**config.mk**
```make
export PLATFORM = sky130hd
export DESIGN_NAME = jk_driver
export DESIGN_NICKNAME = d
export VERILOG_FILES = /design/src/rtl/rega_pkg.sv /design/src/rtl/jk_excite.sv /design/src/rtl/jk_driver.sv
export SDC_FILE = /design/constraint.sdc
export NUM_CORES = 1
export LEC_CHECK = 0
export CORE_MARGIN = 2
export CORE_UTILIZATION = 47
export DETAILED_ROUTE_END_ITERATION = 8
export MAX_ROUTING_LAYER = met4
export PLACE_DENSITY = 0.79
export SYNTH_ARGS = -nofsm -noshare
export SYNTH_HDL_FRONTEND = slang
export SYNTH_SLANG_ARGS = --single-unit
```
**constraint.sdc**
```tcl
create_clock -name Clk -period 2.11 [get_ports Clk]
set_input_delay 0.422 -clock Clk [delete_from_list [all_inputs] [get_ports Clk]]
set_output_delay 0.422 -clock Clk [all_outputs]
set_load 0.01 [all_outputs]
```
**src/rtl/rega_pkg.sv**
```systemverilog
// Shared types and default sizing for the valve flip-flop driver.
package rega_pkg;

    localparam int DEFAULT_N         = 4;
    localparam int DEFAULT_MAX_RETRY = 2;

    typedef enum logic [1:0] {
        IDLE   = 2'd0,
        DRIVE  = 2'd1,
        SETTLE = 2'd2,
        CHECK  = 2'd3
    } state_e;

endpackage

```
**src/rtl/jk_excite.sv**
```systemverilog
// J/K excitation for a bank of JK flip-flops: set/clear toward an expected
// value, or a plain toggle of the masked bits on the first attempt.
module jk_excite
    import rega_pkg::*;
#(
    parameter int N = DEFAULT_N
) (
    input  logic [N-1:0] q,
    input  logic [N-1:0] expected,
    input  logic [N-1:0] mask,
    input  logic         toggle_first,
    output logic [N-1:0] j,
    output logic [N-1:0] k
);

    // Set/clear terms are mutually exclusive per bit, so J&K only occurs on toggle.
    always_comb begin
        j = mask & expected & ~q;
        k = mask & ~expected & q;
        if (toggle_first) begin
            j = mask;
            k = mask;
        end
    end

endmodule

```
**src/rtl/jk_driver.sv**
```systemverilog
// Drives J/K of a valve flip-flop bank, reads back q_fb and retries on mismatch.
// Optional toggle requests are compiled in with `define JK_TOGGLE_EN.
module jk_driver
    import rega_pkg::*;
#(
    parameter int N         = DEFAULT_N,
    parameter int MAX_RETRY = DEFAULT_MAX_RETRY
) (
    input  logic         Clk,
    input  logic         Reset,
    input  logic         req_valid,
    output logic         req_ready,
    input  logic [N-1:0] req_target,
    input  logic [N-1:0] req_mask,
    input  logic         req_toggle,
    output logic [N-1:0] J,
    output logic [N-1:0] K,
    input  logic [N-1:0] q_fb,
    output logic         busy,
    output logic         done,
    output logic         err
);

    localparam int RW = (MAX_RETRY > 0) ? $clog2(MAX_RETRY + 1) : 1;
    localparam logic [RW-1:0] RETRY_LIMIT = RW'(MAX_RETRY);

    state_e        state_q, state_d;
    logic [N-1:0]  j_q, j_d;
    logic [N-1:0]  k_q, k_d;
    logic [N-1:0]  mask_q, mask_d;
    logic [N-1:0]  expected_q, expected_d;
    logic [RW-1:0] retry_q, retry_d;
    logic          err_q, err_d;

    logic          accept_toggle;
    logic [N-1:0]  accept_expected;
    logic [N-1:0]  mismatch;
    logic [N-1:0]  ex_expected, ex_mask, ex_j, ex_k;
    logic          ex_toggle;

`ifdef JK_TOGGLE_EN
    assign accept_toggle = req_toggle;
`else
    logic unused_req_toggle;
    assign unused_req_toggle = req_toggle;
    assign accept_toggle     = 1'b0;
`endif

    // A toggle targets the complement of the masked bits as seen at accept.
    assign accept_expected = accept_toggle ? (q_fb ^ req_mask) : req_target;
    assign mismatch        = (q_fb ^ expected_q) & mask_q;

    // One excitation block serves both the initial drive and the retries.
    always_comb begin
        ex_expected = accept_expected;
        ex_mask     = req_mask;
        ex_toggle   = accept_toggle;
        if (state_q == CHECK) begin
            ex_expected = expected_q;
            ex_mask     = mask_q;
            ex_toggle   = 1'b0;
        end
    end

    jk_excite #(.N(N)) u_excite (
        .q            (q_fb),
        .expected     (ex_expected),
        .mask         (ex_mask),
        .toggle_first (ex_toggle),
        .j            (ex_j),
        .k            (ex_k)
    );

    // NOTE: every output of this block gets a default first so no latch is inferred.
    always_comb begin
        state_d    = state_q;
        j_d        = '0;
        k_d        = '0;
        mask_d     = mask_q;
        expected_d = expected_q;
        retry_d    = retry_q;
        err_d      = err_q;
        done       = 1'b0;
        err        = err_q;

        case (state_q)
            IDLE: begin
                if (req_valid) begin
                    mask_d     = req_mask;
                    expected_d = accept_expected;
                    retry_d    = '0;
                    err_d      = 1'b0;
                    j_d        = ex_j;
                    k_d        = ex_k;
                    state_d    = DRIVE;
                end
            end
            DRIVE:  state_d = SETTLE;
            SETTLE: state_d = CHECK;
            CHECK: begin
                if (mismatch == '0) begin
                    done    = 1'b1;
                    err     = 1'b0;
                    err_d   = 1'b0;
                    state_d = IDLE;
                end else if (retry_q < RETRY_LIMIT) begin
                    retry_d = retry_q + RW'(1);
                    j_d     = ex_j;
                    k_d     = ex_k;
                    state_d = DRIVE;
                end else begin
                    done    = 1'b1;
                    err     = 1'b1;
                    err_d   = 1'b1;
                    state_d = IDLE;
                end
            end
            default: state_d = IDLE;
        endcase
    end

    // NOTE: sequential state uses non-blocking assignments only.
    always_ff @(posedge Clk) begin
        if (Reset) begin
            state_q    <= IDLE;
            j_q        <= '0;
            k_q        <= '0;
            mask_q     <= '0;
            expected_q <= '0;
            retry_q    <= '0;
            err_q      <= 1'b0;
        end else begin
            state_q    <= state_d;
            j_q        <= j_d;
            k_q        <= k_d;
            mask_q     <= mask_d;
            expected_q <= expected_d;
            retry_q    <= retry_d;
            err_q      <= err_d;
        end
    end

    assign J         = j_q;
    assign K         = k_q;
    assign req_ready = (state_q == IDLE);
    assign busy      = (state_q != IDLE);

endmodule
```
After elaboration in Yosys (flattened, before gate mapping)

Index checks and enable logic that the tools add are counted.
W data, S select, Z words.

Register bits: 21
Bits of input ports: 16
Output and inout port bits: 12

Add/subtract/negate cells: 1
Magnitude comparators: 1
Equal/unequal tests: 6
Multiplexer cells: 26
Bitwise operators: 8
Reduce and logical (&&, ||, !) cells: 7

Operators by type and width:

| operator              | number |
|---|---|
| $mux W4               | 8 |
| $and A4 B4 Y4         | 5 |
| $pmux W4 S2           | 2 |
| $mux W1               | 9 |
| $mux W2               | 4 |
| $not A4 Y4            | 2 |
| $pmux W2 S4           | 1 |
| $eq A2 B2 Y1 const B  | 2 |
| $logic_not A4 Y1      | 1 |
| $ne A2 B2 Y1 const B  | 2 |
| $pmux W2 S2           | 1 |
| $reduce_and A2 Y1     | 2 |
| $reduce_and A4 Y1     | 1 |
| $reduce_bool A2 Y1    | 2 |
| $xor A4 B4 Y4         | 1 |
| $add A2 B1 Y2 const B | 1 |
| $eq A2 B1 Y1 const B  | 1 |
| $logic_not A2 Y1      | 1 |
| $lt A2 B2 Y1 const B  | 1 |
| $ne A2 B1 Y1 const B  | 1 |
| $pmux W1 S2           | 1 |

Longest topological paths before layout

Gate-level depths: netlist of the first run.

Depth after elaboration: 8
Mapped depth: 7
Mapped depth without buffers: 6

Hierarchy

From an unflattened synthesis of the first run, not the netlist that was laid out.

Cell total of the unflattened synthesis: 133
Area, all modules: 1112.3 µm²

By module, submodules not included:

| module    | times used | cells each | area each (µm²) | sequential area each (µm²) |
|---|---|---|---|---|
| jk_driver | 1          | 116        | 991.0           | 420.4 |
| jk_excite | 1          | 17         | 121.4           | 0.0 |

Least setup slack after synthesis of the first run

No wires, ideal clock.

Path kind: register -> register
Start point: register state_q[0]
End point: register retry_q[0]
Arrival time: 1.553 ns
Setup slack: 0.429 ns
Cell stages (with the launch flop): 8
Path buffers: 1
Period minus slack after synthesis: 1.681 ns
Path through: dfxtp_1 -> inv_1 -> ha_1 -> and2_1 -> buf_4 -> a21o_1 -> o211ai_2 -> or3b_1

Cells in the longest elaborated chain, start to end: 3
Elaborated cells on any way between the ends: 8
Classes of those cells: eq/ne: 4; mux: 1; reduce/logical: 3

Ends and longest elaborated chain:

| item                                                                | line             | text |
|---|---|---|
| start, declared                                                     | jk_driver.sv:27  | `state_e state_q, state_d;` |
| start signal, assigned                                              | jk_driver.sv:133 | `state_q <= state_d;` |
| $logic_not A2 Y1 (*)                                                | --               |  |
| via req_ready                                                       | jk_driver.sv:12  | `output logic req_ready,` |
| $ne A2 B2 Y1 (no source line) or $reduce_bool A2 Y1 (tied branches) | --               |  |
| $reduce_and A4 Y1 (no source line)                                  | --               |  |
| end signal, assigned                                                | jk_driver.sv:138 | `retry_q <= retry_d;` |
| end, declared                                                       | jk_driver.sv:32  | `logic [RW-1:0] retry_q, retry_d;` |

Mark *: on every way through the listed nets, which the timed path passes. The rest lies on a longest branch.
A chain may end at the register's enable or synchronous reset.

Worst setup path after layout of the first run

Start point: input port q_fb[0]
End point: output port done

Cells in the longest elaborated chain, start to end: 5

Ends and longest elaborated chain:

| item             | line             | text |
|---|---|---|
| start, declared  | jk_driver.sv:18  | `input logic [N-1:0] q_fb,` |
| $xor A4 B4 Y4    | jk_driver.sv:51  | `assign mismatch = (q_fb ^ expected_q) & mask_q;` |
| $and A4 B4 Y4    | jk_driver.sv:51  |  |
| $logic_not A4 Y1 | jk_driver.sv:101 | `if (mismatch == '0) begin` |
| $mux W1          | jk_driver.sv:101 |  |
| $mux W1          | jk_driver.sv:86  | `case (state_q)` |
| end, declared    | jk_driver.sv:20  | `output logic done,` |

No other way between the ends.

==> results of run 1 <==
[power groups by stage]
| stage | clock network, µW | registers (µW) | logic (µW) |
|---|---|---|---|
| 6_report | 189 | 457 | 341 |
| 5_1_grt | 221 | 462 | 381 |
| 4_1_cts | 199 | 457 | 341 |
| 3_5_place_dp | 0 | 467 | 342 |
| 3_3_place_gp | 0 | 465 | 334 |
| 2_1_floorplan | 0 | 464 | 225 |
[Yosys cell counts]
library cell  number  area, µm²
buf_4              1      7.510
a22o_2             1      10.01
or2_2              1      6.260
a211oi_1          11      82.58
o21a_1             1      7.510
nand2_1           18      67.56
buf_12             1      20.02
buf_1              1      3.750
a21o_1             1      7.510
ha_1               2      25.02
inv_1              4      15.01
a22o_4             1      17.52
dfxtp_1           21      420.4
and2_1             1      6.260
nand4b_1           1      8.760
clkbuf_1           3      11.26
nand2b_1           1      6.260
a311oi_1           1      8.760
nand3b_1           4      30.03
o21ai_0            3      15.01
mux2i_1            8      80.08
or3_1              5      31.28
o211ai_1           1      7.510
or3b_1             1      8.760
buf_6              1      11.26
nor4b_1            1      8.760
nor4_1             1      6.260
nor2_1             2      7.510
xor2_1             4      35.03
a21oi_1           12      60.06
o211ai_2           2      25.02
[critical path, delay by kind of cell]
family / cells / cell delay [ns]
buf+inv: 2 / 0.48
simple gates: 1 / 0.12
compound gates: 2 / 0.40
xor+xnor: 1 / 0.16
[registers in the layout, summed over array words and instances (netlist names)]
signal,cells
J,4
K,4
expected_q,4
mask_q,4
retry_q,2
state_q,2
err_q,1
[area by class of cell]
type	count	area, µm²	area share, %
well taps	28	35.03	2.534
multi-input cells	84	576.8	41.72
clock buffers	3	22.52	1.629
flip-flops and latches	21	420.4	30.41
repair buffers	33	307.8	22.26
inverters	4	15.01	1.086
clock inverters	1	5.005	0.3620
[per-layer routing]
metal | vias to the layer above | share of wire, %
met2 | 21 | 49
met5 | - | 0
met3 | 2 | 3.9
li1 | 478 | -
met1 | 406 | 46
met4 | 0 | 0.76
[how the worst min path moves through the flow]
stage	slack [ns]	end
finish	0.49	mask_q[1]
global route	0.51	expected_q[3]
CTS	0.49	mask_q[1]
detailed placement	0.47	mask_q[1]
global placement	0.46	mask_q[1]
floorplan	0.45	mask_q[1]
[stage by stage]
step	instance area [µm²]	hold WS (ns)
6_report	1383	0.4913
5_1_grt	1383	0.5142
4_1_cts	1383	0.4918
3_5_place_dp	1353	0.4748
3_3_place_gp	1353	0.4604
2_1_floorplan	1059	0.4486
[cells by family (layout without fill, tap and decap cells)]
logic type	count (synthesis)	count (layout)	share of synthesized area [%]
adders and majority gates	2	2	2.364
and+or+nand+nor	36	36	17.73
muxes	8	8	7.565
xor gates and xnor gates	4	4	3.309
DFF	21	21	39.72
AOI/OAI and AO/OA	34	34	22.81
buffers and inverters	11	41	6.501
==> impl_metrics.tcl, run 1 <==
set metrics [dict create \
    status "finished, final reports clean" \
    start_util_pct 48.79 \
    cts.repair.resized 12 \
    antenna_found_initial 0 \
    core_area_mm2 0.002170 \
    clkLatencyLatePin_ns 0.30 \
    via_count 907 \
    dp_slack_ns -0.4798 \
    cp.required_ns 1.69 \
    hold_viol 0 \
    ant_nets 0 \
    final_max_slew_viol_count 0 \
    vias_per_cell 5.213 \
    crit-reg2reg-launch "state_q[0]" \
    slew_headroom_pct 62.81 \
    syn_area_per_cell_um2 9.125 \
    die_y_um 51.46 \
    p_switching_uw 331.7 \
    grt_overflow 0 \
    p_seq_share_pct 46.3 \
    skew_ns 0.002190 \
    synth.distinct_cells 31 \
    finalNonFillerCells 174 \
    use_met2_pct 31.20 \
    clk_pin_slew_worst_paths_ns 0.11 \
    synthCells 116 \
    use_met1_pct 22.87 \
    first_pass_iters 4 \
    swShare_pct 33.57 \
    top_usage_layer "met2" \
    timing.rr.end "retry_q[0]" \
    clock_path_buffers 2 \
    start_kind "input pin" \
    post_cts_buffers 0 \
    critPathArrivalTime_ns 1.57 \
    critPathLaunch "q_fb[0]" \
    grt_first_pass_wirelength_mm 3.636 \
    layout.nets 165 \
    n_fill_cell 191 \
    netlist_area_mm2 0.001059 \
    rsz0062_at_grt "no" \
    placementRows 17 \
    drc 0 \
    cts_max_level 1 \
    slowest_stage "a22o_4" \
    layout_setup_ws_ns 0.1171 \
    dieArea_mm2 0.002648 \
    reg2reg_depth 5 \
    combinationalPowerShare_pct 34.5 \
    dr.first_iter.drc_count 13 \
    ys_warn_count 0 \
    syn_to_final_growth_pct 30.62 \
    hold_start "mask_q[1]" \
    tritoncts "done" \
    cp_cell_sequence "dlygate4sd2_1 > xor2_1 > a22o_4 > nor2_4 > o21a_1 > clkdlybuf4s15_2" \
    antenna_cells 0 \
    min_path_cells 2 \
    power_density_mw_per_mm2 714.7 \
    grt_max_degree 18 \
    cts_hold_buf 0 \
    worstHoldPathType "reg2reg" \
    post-route-min-period_ns 1.993 \
    wl_mm 2.101 \
    dp.cells 170 \
    final_cell_mix "dfxtp_1, clkdlybuf4s50_1, nand2_1" \
    fin_crit_sh_pct 94.45 \
    tightestPinTransition_ns 0.5565 \
    grt_pass1_vias 892 \
    fmax_mhz 501.8 \
    track_usage_pct 18.75 \
    worstSetupEndpointType "output port" \
    routedWlPerCell_um 12.07 \
    p_int_uw 656.4 \
    post-dp-hpwl_mm 1.616 \
    crit_end "done" \
    seq_area_frac_synth_pct 39.72 \
    ys_ff_latch 21 \
    ff2ff_setup_slack_ns 0.34 \
    die_x_um 51.46 \
    drive_gt1_share_pct 12.33 \
    p_total_uw 988.1 \
    io_pins 28 \
    cp_slowest_stage_delay_ns 0.28 \
    place.gp.congestion 0.8402 \
    p_leak_uw 0.0005098 \
    setup_viol 0 \
    cts_root_buf "clkbuf_4" \
    numPortBuffers 26 \
    crit_type "in2out" \
    setup_tns_ns 0 \
    layout_commonest_cell "dfxtp_1" \
    met3_usage_pct 2.632 \
    clockPowerShare_pct 19.2 \
    crit_fanout 3 \
    peakVddDrop_uv 685.3 \
    syn_nets 134 \
    final_util_pct 63.73 \
    maxCapViolations 0 \
    cts.sinks 21 \
    cts_inserted_buffers 3 \
]
(Power assumes the default switching activity.)
==> run 2, diff against run 1 <==
--- a/config.mk
+++ b/config.mk
@@ -5,11 +5,13 @@
 export SDC_FILE = /design/constraint.sdc
 export NUM_CORES = 1
 export LEC_CHECK = 0
+export CORE_ASPECT_RATIO = 1.1
 export CORE_MARGIN = 2
-export CORE_UTILIZATION = 47
+export CORE_UTILIZATION = 48
 export DETAILED_ROUTE_END_ITERATION = 8
 export MAX_ROUTING_LAYER = met4
 export PLACE_DENSITY = 0.79
 export SYNTH_ARGS = -nofsm -noshare
 export SYNTH_HDL_FRONTEND = slang
+export SYNTH_HIERARCHICAL = 1
 export SYNTH_SLANG_ARGS = --single-unit
==> run 2 against run 1 <==
Clock skew fell by 0.0012 ns. Power is 17% higher. Sequential power up 5.0%. Count of clock-buffer cells in the layout is 1 higher. Critical path type unchanged. Critical endpoint unchanged.
==> impl_metrics.tcl, run 2 <==
set metrics [dict create \
    die_x_um 49.90 \
    peakVddDrop_uv 555.9 \
    worstHoldPathType "reg2reg" \
    antenna_cells 0 \
    die_y_um 54.49 \
    synth_edf_count 0 \
    start_util_pct 49.89 \
    layout_setup_ws_ns 0.07970 \
    crit_type "in2out" \
    dieArea_mm2 0.002719 \
    maxCapViolations 0 \
    routedWlPerCell_um 12.35 \
    vias_per_cell 5.099 \
    n_fill_cell 189 \
    synth_xor_xnor_area_share_pct 3.150 \
    critical_path_buf_inv_count 2 \
    cp_slowest_stage_delay_ns 0.43 \
    clock_path_buffers 2 \
    critPathArrivalTime_ns 1.61 \
    setup_viol 0 \
    post-route-min-period_ns 2.030 \
    skew_ns 0.001024 \
    netlist_area_mm2 0.001112 \
    cp_cell_sequence "clkdlybuf4s50_1 > xor2_1 > a22oi_2 > nand2_2 > a21boi_1 > buf_2" \
    power_density_mw_per_mm2 807.0 \
    ys_warn_count 6 \
    cts_max_level 1 \
    start_kind "input pin" \
    p_total_uw 1159 \
    grt_overflow 0 \
    hold_viol 0 \
    grt_pass1_vias 948 \
    slew_headroom_pct 64.82 \
    io_pins 28 \
    ys.flop_type "dfxtp_1" \
    synth-simple-area-share_pct 20.70 \
    cts_hold_buf 0 \
    place.gp.congestion 0.8037 \
    grt_first_pass_wirelength_mm 3.905 \
    wl_mm 2.372 \
    slowest_stage "clkdlybuf4s50_1" \
    synth_common_cells "nand2_1, dfxtp_1, a21oi_1, nor2_1" \
    syn_area_per_cell_um2 8.363 \
    syn_to_final_growth_pct 29.13 \
    synthCells 133 \
    min_path_cells 2 \
    dp_slack_ns -0.4123 \
    track_usage_pct 19.57 \
    tritoncts "done" \
    fin_crit_sh_pct 96.22 \
    core_area_mm2 0.002230 \
    tightestPinTransition_ns 0.5257 \
    synthAdderAreaFrac_pct 2.250 \
    fmax_mhz 492.5 \
    yosysTopAreaCellShare_pct 37.80 \
    status "finished, final reports clean" \
    clkLatencyLatePin_ns 0.30 \
    drc 0 \
    first_pass_iters 4 \
    drive_gt1_share_pct 16.67 \
    antenna_found_initial 0 \
    post_cts_buffers 0 \
    final_cell_mix "nand2_1, clkdlybuf4s50_1, dfxtp_1" \
    syn_nets 151 \
    layout.nets 181 \
    cp.depth 6 \
    synth_compound_area_share_pct 21.03 \
    cp_top_family "buffers and inverters" \
    layout_commonest_cell "nand2_1" \
    synthArstFlopShare_pct 0 \
    cp.required_ns 1.69 \
    synthTopCellsByArea "dfxtp_1, nand2_1, mux2_2" \
    yosysTopAreaCell "dfxtp_1" \
    cts_inserted_buffers 3 \
    synth_top_family_by_area "compound AO/OA/AOI/OAI gates" \
    numPortBuffers 26 \
    dr.first_iter.drc_count 15 \
    crit_fanout 2 \
    post-dp-hpwl_mm 1.778 \
    ant_nets 0 \
    placementRows 18 \
    reg2reg_depth 7 \
    seq_area_frac_synth_pct 37.80 \
    p_leak_uw 0.0005538 \
    cts.sinks 21 \
    worstSetupEndpointType "output port" \
    grt_max_degree 15 \
    via_count 979 \
    final_util_pct 64.42 \
    cts_root_buf "clkbuf_4" \
    muxShareOfSynthArea_pct 10.35 \
    final_max_slew_viol_count 0 \
    ys_ff_latch 21 \
    synth.distinct_cells 31 \
    clk_pin_slew_worst_paths_ns 0.11 \
    rsz0062_at_grt "no" \
    synth_most_common_cell "nand2_1" \
]
-- run 2: cell count changes after synthesis, moves of 8 or more --
cell	before	now
mux2_2	0	8
nor2b_1	0	8
nor2_1	2	12
a211oi_1	11	1
nand2_1	18	26
-- run 2: cell families (layout without fill, tap and decap cells) --
family | after synthesis | count (layout)
compound gates | 33 | 33
xor+xnor | 4 | 4
fa+ha+maj | 2 | 2
buf+inv | 10 | 39
flops | 21 | 21
mux | 10 | 10
other cells | 1 | 1
simple gates | 52 | 52
-- run 2: repair_timing --
item | in CTS | in global routing
setup endpoints to repair | 2 | 2
gates cloned | 0 | 0
pin swaps | 3 | 1
resized for setup | 9 | 3
-- run 2: tightest hold or removal path, stage by stage (launching register included) --
cell,delay (ns)
dfxtp_1,0.34
nand2_1,0.06
a21oi_1,0.05
-- run 2: path summary, 6_finish.rpt --
path                            slack [ns]          start             to
worst min-delay path                  0.49  expected_q[1]  expected_q[1]
worst min register to register        0.49  expected_q[1]  expected_q[1]
worst max register to register        0.33     state_q[1]           J[0]
worst max-delay path                  0.08        q_fb[2]           done
-- run 2: layout make-up --
class | instances | area, µm² | area share, %
Multi-Input combinational cell | 102 | 645.6 | 44.95
Sequential cell | 21 | 421.7 | 29.36
Timing Repair Buffer | 31 | 290.3 | 20.21
Tap cell | 30 | 37.54 | 2.613
Clock buffer | 4 | 26.28 | 1.829
Inverter | 4 | 15.01 | 1.045
-- run 2: routing by layer --
layer  GRT usage, %  part of all wire [%]  vias to the layer above
met2          33.56                    50                       24
met4          9.259                  0.34                        0
met5              -                     0                        -
li1               -                     -                      506
met1          23.24                    46                      447
met3          2.459                   3.3                        2
-- run 2: metrics by stage --
step                cell area [µm²]  hold WS (ns)  setup TNS (ns)  cells
floorplan                      1112        0.4515               0    133
global placement               1414        0.4639         -0.7418    188
detailed placement             1414        0.4751         -0.7481    188
CTS                            1430        0.4922               0    192
global route                   1436        0.5089               0    192
finish                         1436        0.4889               0    192
-- run 2: power by group --
part	leakage, µW	internal [µW]	switching, µW	total [µW]
combinational	0.000367	229	261	490
clock	0.0000150	73.7	116	190
sequential	0.000172	446	33.3	480
total	0.000554	749	410	1160
